==> src/rtl/hm01b0_pkg.sv <==
// Shared geometry defaults and pixel type for the HM01B0 sensor output model.
package hm01b0_pkg;

    localparam int HM01B0_WIDTH   = 320;
    localparam int HM01B0_HEIGHT  = 240;
    localparam int HM01B0_H_BLANK = 80;
    localparam int HM01B0_V_BLANK = 10;

    typedef logic [7:0] pixel_t;

endpackage

==> src/rtl/hm01b0_timing_gen.sv <==
// Free-running column/row raster counters with active-area decode and image address.
module hm01b0_timing_gen
    import hm01b0_pkg::*;
#(
    parameter int WIDTH   = HM01B0_WIDTH,
    parameter int HEIGHT  = HM01B0_HEIGHT,
    parameter int H_BLANK = HM01B0_H_BLANK,
    parameter int V_BLANK = HM01B0_V_BLANK
) (
    input  logic                              mclk,
    input  logic                              reset,
    output logic                              active_row,
    output logic                              active_px,
    output logic [$clog2(WIDTH*HEIGHT)-1:0]   addr
);

    localparam int LINE_LEN    = WIDTH + H_BLANK;
    localparam int FRAME_LINES = HEIGHT + V_BLANK;
    localparam int COL_W       = $clog2(LINE_LEN);
    localparam int ROW_W       = $clog2(FRAME_LINES);
    localparam int ADDR_W      = $clog2(WIDTH * HEIGHT);

    logic [COL_W-1:0] col;
    logic [ROW_W-1:0] row;

    always_ff @(posedge mclk or posedge reset) begin
        if (reset) begin
            col <= '0;
            row <= '0;
        end else if (col == COL_W'(LINE_LEN - 1)) begin
            col <= '0;
            row <= (row == ROW_W'(FRAME_LINES - 1)) ? '0 : row + 1'b1;
        end else begin
            col <= col + 1'b1;
        end
    end

    assign active_row = 32'(row) < 32'(HEIGHT);
    assign active_px  = active_row && (32'(col) < 32'(WIDTH));

    // Only meaningful inside the active area; outside it the value may exceed the image.
    assign addr = ADDR_W'(row) * ADDR_W'(WIDTH) + ADDR_W'(col);

endmodule

==> config.mk <==
export PLATFORM = sky130hd
export DESIGN_NAME = hm01b0_timing_gen
export DESIGN_NICKNAME = d
export VERILOG_FILES = /design/src/rtl/hm01b0_pkg.sv /design/src/rtl/hm01b0_timing_gen.sv
export SDC_FILE = /design/constraint.sdc
export NUM_CORES = 1
export LEC_CHECK = 0
export CAP_MARGIN = 25
export CORE_UTILIZATION = 25
export DETAILED_ROUTE_END_ITERATION = 8
export PLACE_DENSITY_LB_ADDON = 0.05
export SETUP_SLACK_MARGIN = 0.4
export SYNTH_ARGS = -nofsm -noshare
export SYNTH_HDL_FRONTEND = slang
export SYNTH_SLANG_ARGS = --single-unit
==> constraint.sdc <==
create_clock -name mclk -period 6 [get_ports mclk]
set_input_delay 1.8 -clock mclk [delete_from_list [all_inputs] [get_ports mclk]]
set_output_delay 1.8 -clock mclk [all_outputs]
set_load 0.1 [all_outputs]
==> summary.txt, run 1 <==
status: finished, final reports clean
input/output buffers: 20
PD cells: 114 nW/um^2
Worst slew margin: 34.9%
worst-path maximum fanout: 7
Mapped Area: 1520 um^2
Yosys top cell area share: 28.0%
Hold Startpoint: col[0]
drt wl/cell: 12.7 um
Tot GR Track Use: 11.4%
layout cells sized above 1: 10.7%
largest net degree at the start of global routing: 18
diode count: 0
Worst Skew: 0.00396 ns
# hold bufs at CTS: 0
Final ANT Viol Nets: 0
Compound-Gate Fraction of Synth Area: 16.0%
post-synth top area cell: dfrtp_1
Most Frequent Cell on Critical Path: ha_1
setup ws final: 1.04 ns
Post-synth top cells: 18 x ha_1, 17 x dfrtp_1, 17 x nand2_1
CP Class: flop to output pin
first-pass GRT wire length: 5790 um
DRC viols: 0
final layout net count: 210
slowest cell delay on critical path: 0.46 ns
post-DP HPWL: 2530 um
met3 WL: 88 um
critical-path cell list: ha_1, ha_1, fa_1, xor2_2, o21ai_0, nor4_1, nand4_1, xnor2_1, buf_4
Post-Syn Nets: 194
RSZ-0062 raised after global routing: no
synthesis-to-finish area growth: 17.4%
flops & latches, synth: 17
initial antenna violation count: 0
Crit. End Element: output pin
Crit path buffers/inverters: 1
Site Rows: 28
initial drt markers: 47
Synth async-reset ratio: 100%
Avg Synthesized Cell Area: 8.85 um^2
routed vias: 1,228
post-synthesis simple-gate area fraction: 24.6%
H-tree levels: 1
Post-Synth XOR/XNOR Area: 8.55%
CTS sink count: 17
CP required: 4.20 ns
Final setup viols: 0
die area: 6400 um^2
Root Driver: clkbuf_8
CTS tree: done
gr ovfl total: 0
worst-margin pin slew: 0.973 ns
Post-Route WL: 3340 um
met2 WL post-DR: 1460 um
count leader, synth: ha_1
Unique masters post-synth: 40
fmax: 0.202 GHz
top sig layer: met3
Post-CTS Setup Repair Bufs: 0
number of enable flip-flop cells after synthesis: 0
largest family of logic cells by synthesized area: simple AND/OR/NAND/NOR gates
Chip Height: 80.0 um
Worst EP arrival: 3.16 ns
Clock Pin Slew Worst Setup and Hold Paths: 0.07 ns
CTS Buf Count: 3
core area: 5890 um^2
CTS Buffer Depth: 2
top cells by area, synth: dfrtp_1 28%, ha_1 15%, o21ai_0 5.3%, xnor2_1 4.6%, nand2_1 4.2%
Critical R2R Launch: col[0]
setup tns final: 0 ns
Reg2Reg Setup Slack: 3.74 ns
Slowest cell on crit path: fa_1
io pins: 21
Final Hold Viols: 0
Reg-to-Reg End: row[7]
# resized after CTS: 0
post-layout util: 30.3%
placed cells: 258
R2R depth: 6
DR pass1 iterations: 4
Fillers: 629
Fin Hold WS: 0.494 ns
vias in the first global route: 1,193
Hold Crit Class: flop to flop
Critical Path Start Type: flop
Die X: 80.0 um
synthesized instance count: 172
min cycle time layout: 4.96 ns
CP top delay family: adder cells
DP Worst Slack: 1.31 ns
met1 WL: 1790 um
final worst-path cycle share: 82.7%
Finished Layout Cells: 262
Slew Viols, Final: 0
hold path depth: 1
register area share after synthesis: 28.0%
Worst Hold End: col[0]
worst-skew pair later-pin latency: 0.25 ns
MaxCap Viol Count: 0
YS warnings: 0
Worst IR Drop VDD: 0.0985 mV
Final Wtd Congestion: 0.735
Leak Pwr: 0.811 nW
vias per cell: 4.69
multiplexer area fraction after synthesis: 0%
Initial Utilization: 25.9%
Most used DFF post-synth: dfrtp_1
Post-Synth Adder-Cell Area: 17.4%
[cell type report]
cell class	count	area, um^2	area share [%]
Inverter	6	22.5	1.26
Clock buffer	4	45.0	2.52
Multi-Input combinational cell	140	1010	56.8
Tap cell	75	93.8	5.26
Timing Repair Buffer	20	185	10.4
Sequential cell	17	425	23.8
[cell families (layout without fill, tap and decap cells)]
logic type | count (synthesis) | in the layout
fa+ha+maj | 20 | 20
flops | 17 | 17
simple gates | 69 | 69
xor+xnor | 14 | 14
compound gates | 37 | 37
buf+inv | 15 | 30
[through the flow]
stage / total power, mW / instance area, um^2
6_report: 0.204 / 1790
3_3_place_gp: 0.120 / 1740
2_1_floorplan: 0.118 / 1520
4_1_cts: 0.211 / 1790
5_1_grt: 0.216 / 1790
3_5_place_dp: 0.120 / 1740
[routing by layer]
layer	track usage, %	up-vias
li1	-	637
met1	16.7	576
met2	17.7	15
met3	2.40	0
met4	1.07	0
met5	0	-
[cells in the final DEF, fill, tap and decap left out, drive strengths merged, types with 2 or more instances in the layout]
cell,count
ha,18
nand2,17
dfrtp,17
o21ai,16
nor2,14
clkdlybuf4s50,14
xnor2,8
nand3,7
nand4,6
inv,6
buf,6
xor2,6
nor2b,5
a21oi,4
a21o,4
clkbuf,4
and2,3
nor3,3
or2,3
nand2b,2
and3,2
o22ai,2
a31oi,2
fa,2
nor3b,2
a211oi,2
nor4,2
[worst max path at each step]
stage                     startpoint  endpoint  slack (ns)  depth (start not counted)
after global placement        row[3]  addr[15]        1.33                          9
after detailed placement      row[3]  addr[16]        1.31                          9
final                         row[3]  addr[15]        1.04                          9
after global routing          row[3]  addr[15]        0.79                          9
after floorplan               row[1]  addr[15]        0.48                          8
after CTS                     row[3]  addr[16]        1.01                          9
[where the power goes]
part / leakage, nW / total [mW] / internal, mW / switching, mW
combinational: 0.565 / 0.00303 / 0.000608 / 0.00242
sequential: 0.223 / 0.115 / 0.115 / 0
clock: 0.0228 / 0.0867 / 0.0471 / 0.0396
[registers in the layout (all words and copies together), names as in the netlist]
name	count
row	8
col	9
(Power assumes the default switching activity.)
==> run 2, diff against run 1 <==
==> constraint.sdc (replaced) <==
create_clock -name mclk -period 4.5 [get_ports mclk]
set_input_delay 1.35 -clock mclk [delete_from_list [all_inputs] [get_ports mclk]]
set_output_delay 1.35 -clock mclk [all_outputs]
set_load 0.1 [all_outputs]
==> run 2 against run 1 <==
Clock-buffer cell count shrank 1; worst setup slack worse by 0.66 ns; via count is 5.3% higher; global-route usage grew 0.59 points; utilization increased by 6.7 points; clock power increased by 31%; cell count up 4.6%; cell area up 22%; sequential share of layout area down 4.1 points; flip-flop and latch count is the same; register-to-register slack worse by 1.5 ns; critical path depth is 1 higher.
==> summary.txt, run 2 (synthesis results as in run 1) <==
Initial Utilization: 25.9%
Post-Route WL: 3420 um
routed vias: 1,293
largest net degree at the start of global routing: 18
switch share: 20.6%
setup tns final: 0 ns
biggest regs: col: 9 flops, row: 8 flops
diode count: 0
fmax: 0.243 GHz
Worst slew margin: 35.5%
Fillers: 611
CP required: 3.15 ns
CP Class: flop to output pin
Slowest cell on crit path: dfrtp_2
MaxCap Viol Count: 0
Die X: 80.0 um
CTS Buffer Depth: 2
H-tree levels: 1
Crit. End Element: output pin
clock share of power: 42.1%
total power: 0.271 mW
Final Wtd Congestion: 0.735
core area: 5890 um^2
final worst-path cycle share: 91.6%
status: finished, final reports clean
Final setup viols: 0
Final ANT Viol Nets: 0
initial antenna violation count: 0
io pins: 21
DRC viols: 0
synthesis-to-finish area growth: 43.4%
Slew Viols, Final: 0
Largest register FFs: 9
first-pass GRT wire length: 6100 um
slowest cell delay on critical path: 0.47 ns
PD cells: 124 nW/um^2
Worst IR Drop VDD: 0.108 mV
Worst Skew: 0.00479 ns
Power Internal: 0.215 mW
hold path depth: 1
post-DP HPWL: 2580 um
Reg2Reg Setup Slack: 2.28 ns
Leak Pwr: 0.971 nW
Final Hold Viols: 0
Comb pwr share: 1.4%
# hold bufs at CTS: 0
sequential power share: 56.5%
Hold Crit Class: flop to flop
vias in the first global route: 1,237
CTS tree: done
Root Driver: clkbuf_8
vias per cell: 4.72
RSZ-0062 raised after global routing: yes
R2R depth: 6
worst-path maximum fanout: 7
Clock Pin Slew Worst Setup and Hold Paths: 0.07 ns
final layout net count: 222
critical-path cell list: ha_2, ha_4, fa_2, xor2_4, buf_6, o2111ai_4, nor4_4, buf_4, xnor2_4, buf_12
input/output buffers: 20
Switch Pwr: 0.0556 mW
CTS sink count: 17
post-layout util: 37.1%
Critical Path Start Type: flop
commonest non-fill, non-tap cells in the layout: 16 x nand2_1, 16 x buf_4
Site Rows: 28
DR pass1 iterations: 4
worst-margin pin slew: 0.965 ns
layout cells sized above 1: 32.2%
worst-skew pair later-pin latency: 0.25 ns
Chip Height: 80.0 um
Worst EP arrival: 2.77 ns
gr ovfl total: 0
Reg with most FFs: col
CTS Buf Count: 3
Tot GR Track Use: 12.0%
initial drt markers: 52
drt wl/cell: 12.5 um
min cycle time layout: 4.12 ns
die area: 6400 um^2
## run 2: layer usage
layer	vias up	track usage, %	share of wire (%)
li1	664	-	-
met1	611	17.9	53
met2	16	18.1	43
met3	2	2.51	3.2
met4	0	1.07	0.23
met5	-	0	0
## run 2: final timing paths
check                           end   start
max                        addr[14]  row[2]
min                          col[0]  col[0]
max reg2reg                  row[7]  col[0]
min reg2reg                  col[0]  col[0]
max in group asynchronous    row[4]   reset
min in group asynchronous    col[3]   reset
## run 2: cell type report
class                   instances  area, um^2  share of cell area (%)
clock inverters                 1        5.00                   0.229
well taps                      75        93.8                    4.30
multi-input cells             140        1250                    57.2
repair buffers                 32         342                    15.7
inverters                       6        22.5                    1.03
clock buffers                   3        41.3                    1.89
flip-flops and latches         17         430                    19.7
## run 2: what timing repair did
item | CTS | global route
pin swaps | 8 | 6
buffers inserted | 6 | 2
gates resized for setup | 17 | 8
setup endpoints to repair | 4 | 4
cloned | 0 | 0
## run 2: metrics by stage
step	worst slack, ns	hold WS, ns	instances	instance area, um^2
floorplan	0.173	0.452	172	1650
global placement	0.428	0.475	262	1960
detailed placement	0.379	0.489	262	1960
CTS	0.252	0.498	272	2130
global route	0.233	0.545	274	2180
finish	0.379	0.492	274	2180
## run 2: power groups by stage
stage,clock network [mW],logic (mW),registers (mW)
after floorplan,0,0.00230,0.156
after global placement,0,0.00427,0.156
after detailed placement,0,0.00421,0.156
after CTS,0.120,0.00417,0.153
after global routing,0.127,0.00470,0.153
final,0.114,0.00390,0.153
## run 2: worst max-delay path: cells and delay by family (launching register included)
kind	cells	cell delay, ns
adder cells (fa/ha/maj)	3	0.77
buffers and inverters	3	0.51
flip-flops	1	0.47
AND/OR/NAND/NOR	1	0.34
XOR/XNOR	2	0.31
AO/OA/AOI/OAI	1	0.11
==> run 3, diff against run 2 <==
--- a/config.mk
+++ b/config.mk
@@ -6,7 +6,8 @@
 export NUM_CORES = 1
 export LEC_CHECK = 0
 export CAP_MARGIN = 25
-export CORE_UTILIZATION = 25
+export CORE_UTILIZATION = 41
+export CTS_CLUSTER_SIZE = 28
 export DETAILED_ROUTE_END_ITERATION = 8
 export PLACE_DENSITY_LB_ADDON = 0.05
 export SETUP_SLACK_MARGIN = 0.4
==> run 3 against run 2 <==
Sequential share of layout area shrank 0.58 points; worst setup slack improved by 0.012 ns; cell count down 7.3%; cell area is 2.8% higher; fmax increased by 0.28%; critical endpoint is now addr[15]; largest cell class unchanged; largest power group unchanged; highest routed layer unchanged.
==> summary.txt, run 3 (synthesis results as in run 1) <==
status: finished, final reports clean
total power: 0.273 mW
slowest cell delay on critical path: 0.42 ns
post-layout util: 65.1%
Final Hold Viols: 0
Leak Pwr: 1.01 nW
gr ovfl total: 0
Hold Crit Class: flop to flop
Reg with most FFs: col
worst-path maximum fanout: 5
leading cell type in the layout, fill and taps excluded: buf_4
layout cells sized above 1: 35.6%
Worst IR Drop VDD: 0.168 mV
CP required: 3.15 ns
min cycle time layout: 4.11 ns
post-DP HPWL: 2410 um
DRC viols: 0
final layout net count: 231
CTS Buf Count: 3
drt wl/cell: 14.2 um
H-tree levels: 1
Site Rows: 21
area post-placement: 1920 um^2
Tot GR Track Use: 19.6%
Final ANT Viol Nets: 0
post-route cell area: 2240 um^2
biggest regs: col: 9 flops, row: 8 flops
R2R depth: 6
Critical R2R Launch: col[0]
# hold bufs at CTS: 0
Largest register FFs: 9
Reg2Reg Setup Slack: 2.25 ns
input/output buffers: 20
Chip Height: 62.9 um
core area: 3440 um^2
met2 usage: 31.5%
gr busiest metal: met2
Reg-to-Reg End: row[7]
final worst-path cycle share: 91.3%
Worst Skew: 0.00614 ns
worst-skew pair later-pin latency: 0.26 ns
Slowest cell on crit path: dfrtp_1
met1 GRT Util: 26.7%
CTS sink count: 17
vias per cell: 5.43
CP Class: flop to output pin
MaxCap Viol Count: 0
CP Capture Point: addr[15]
largest net degree at the start of global routing: 18
diode count: 0
commonest non-fill, non-tap cells in the layout: 26 x buf_4, 16 x nand2_1, 14 x dfrtp_1
first-pass GRT wire length: 6210 um
Die X: 62.9 um
CTS tree: done
Root Driver: clkbuf_8
fmax: 0.243 GHz
Slew Viols, Final: 0
DR pass1 iterations: 4
Critical Path Start Type: flop
PD cells: 122 nW/um^2
synthesis-to-finish area growth: 47.4%
setup ws final: 0.391 ns
CTS Buffer Depth: 2
Clock Pin Slew Worst Setup and Hold Paths: 0.07 ns
io pins: 21
worst-margin pin slew: 0.969 ns
vias in the first global route: 1,302
initial antenna violation count: 0
Final Wtd Congestion: 0.770
setup tns final: 0 ns
critical-path cell list: buf_4, ha_4, ha_4, nor2_1, o21ba_4, nor4_4, buf_4, nand4_1, xnor2_4, buf_12
RSZ-0062 raised after global routing: yes
die area: 3960 um^2
Initial Utilization: 44.2%
Final setup viols: 0
Worst slew margin: 35.2%
Post-Route WL: 3620 um
routed vias: 1,378
DP Worst Slack: 0.442 ns
Fillers: 275
Crit. End Element: output pin
GR Layer Usage met3: 4.01%
Worst EP arrival: 2.76 ns
initial drt markers: 57
Critical path origin: row[3]
-- run 3: layout make-up --
| cell class | count | area [um^2] | area share (%) |
|---|---|---|---|
| Clock buffer | 4 | 45.0 | 2.01 |
| Inverter | 6 | 22.5 | 1.00 |
| Sequential cell | 17 | 429 | 19.1 |
| Timing Repair Buffer | 41 | 405 | 18.1 |
| Tap cell | 46 | 57.6 | 2.57 |
| Multi-Input combinational cell | 140 | 1280 | 57.2 |
-- run 3: where the power goes --
group / leakage [nW] / switching [mW] / internal [mW]
logic: 0.770 / 0.00299 / 0.000808
registers: 0.218 / 0 / 0.153
clock network: 0.0228 / 0.0536 / 0.0629
total: 1.01 / 0.0566 / 0.217
-- run 3: through the flow --
stage,std cells,hold slack [ns]
after floorplan,172,0.452
after global placement,232,0.482
after detailed placement,232,0.496
after CTS,249,0.505
after global routing,254,0.519
final,254,0.500
-- run 3: critical path, delay by kind of cell, from the launching register on --
family	cells	cell delay, ns
fa+ha+maj	2	0.57
xor+xnor	1	0.21
buf+inv	3	0.52
compound gates	1	0.23
flops	1	0.42
simple gates	3	0.56
-- run 3: timing repair --
item,in CTS,in global routing
gates cloned,0,0
hold endpoints to repair,0,0
setup buffers,13,5
resized for setup,16,11
pin swaps,13,10
setup endpoints to repair,4,4
-- run 3: worst min path at each step --
stage	start	end	slack [ns]	depth (start not counted)
after detailed placement	col[0]	col[0]	0.50	1
after CTS	col[0]	col[0]	0.51	1
after global routing	col[0]	col[0]	0.52	1
after floorplan	col[0]	col[0]	0.45	1
final	col[0]	col[0]	0.50	1
after global placement	col[0]	col[0]	0.48	1
-- run 3: metal layers --
layer,vias up,wire (um)
met5,-,0
met4,0,51
met3,8,126
met2,28,1760
met1,662,1680
li1,680,-
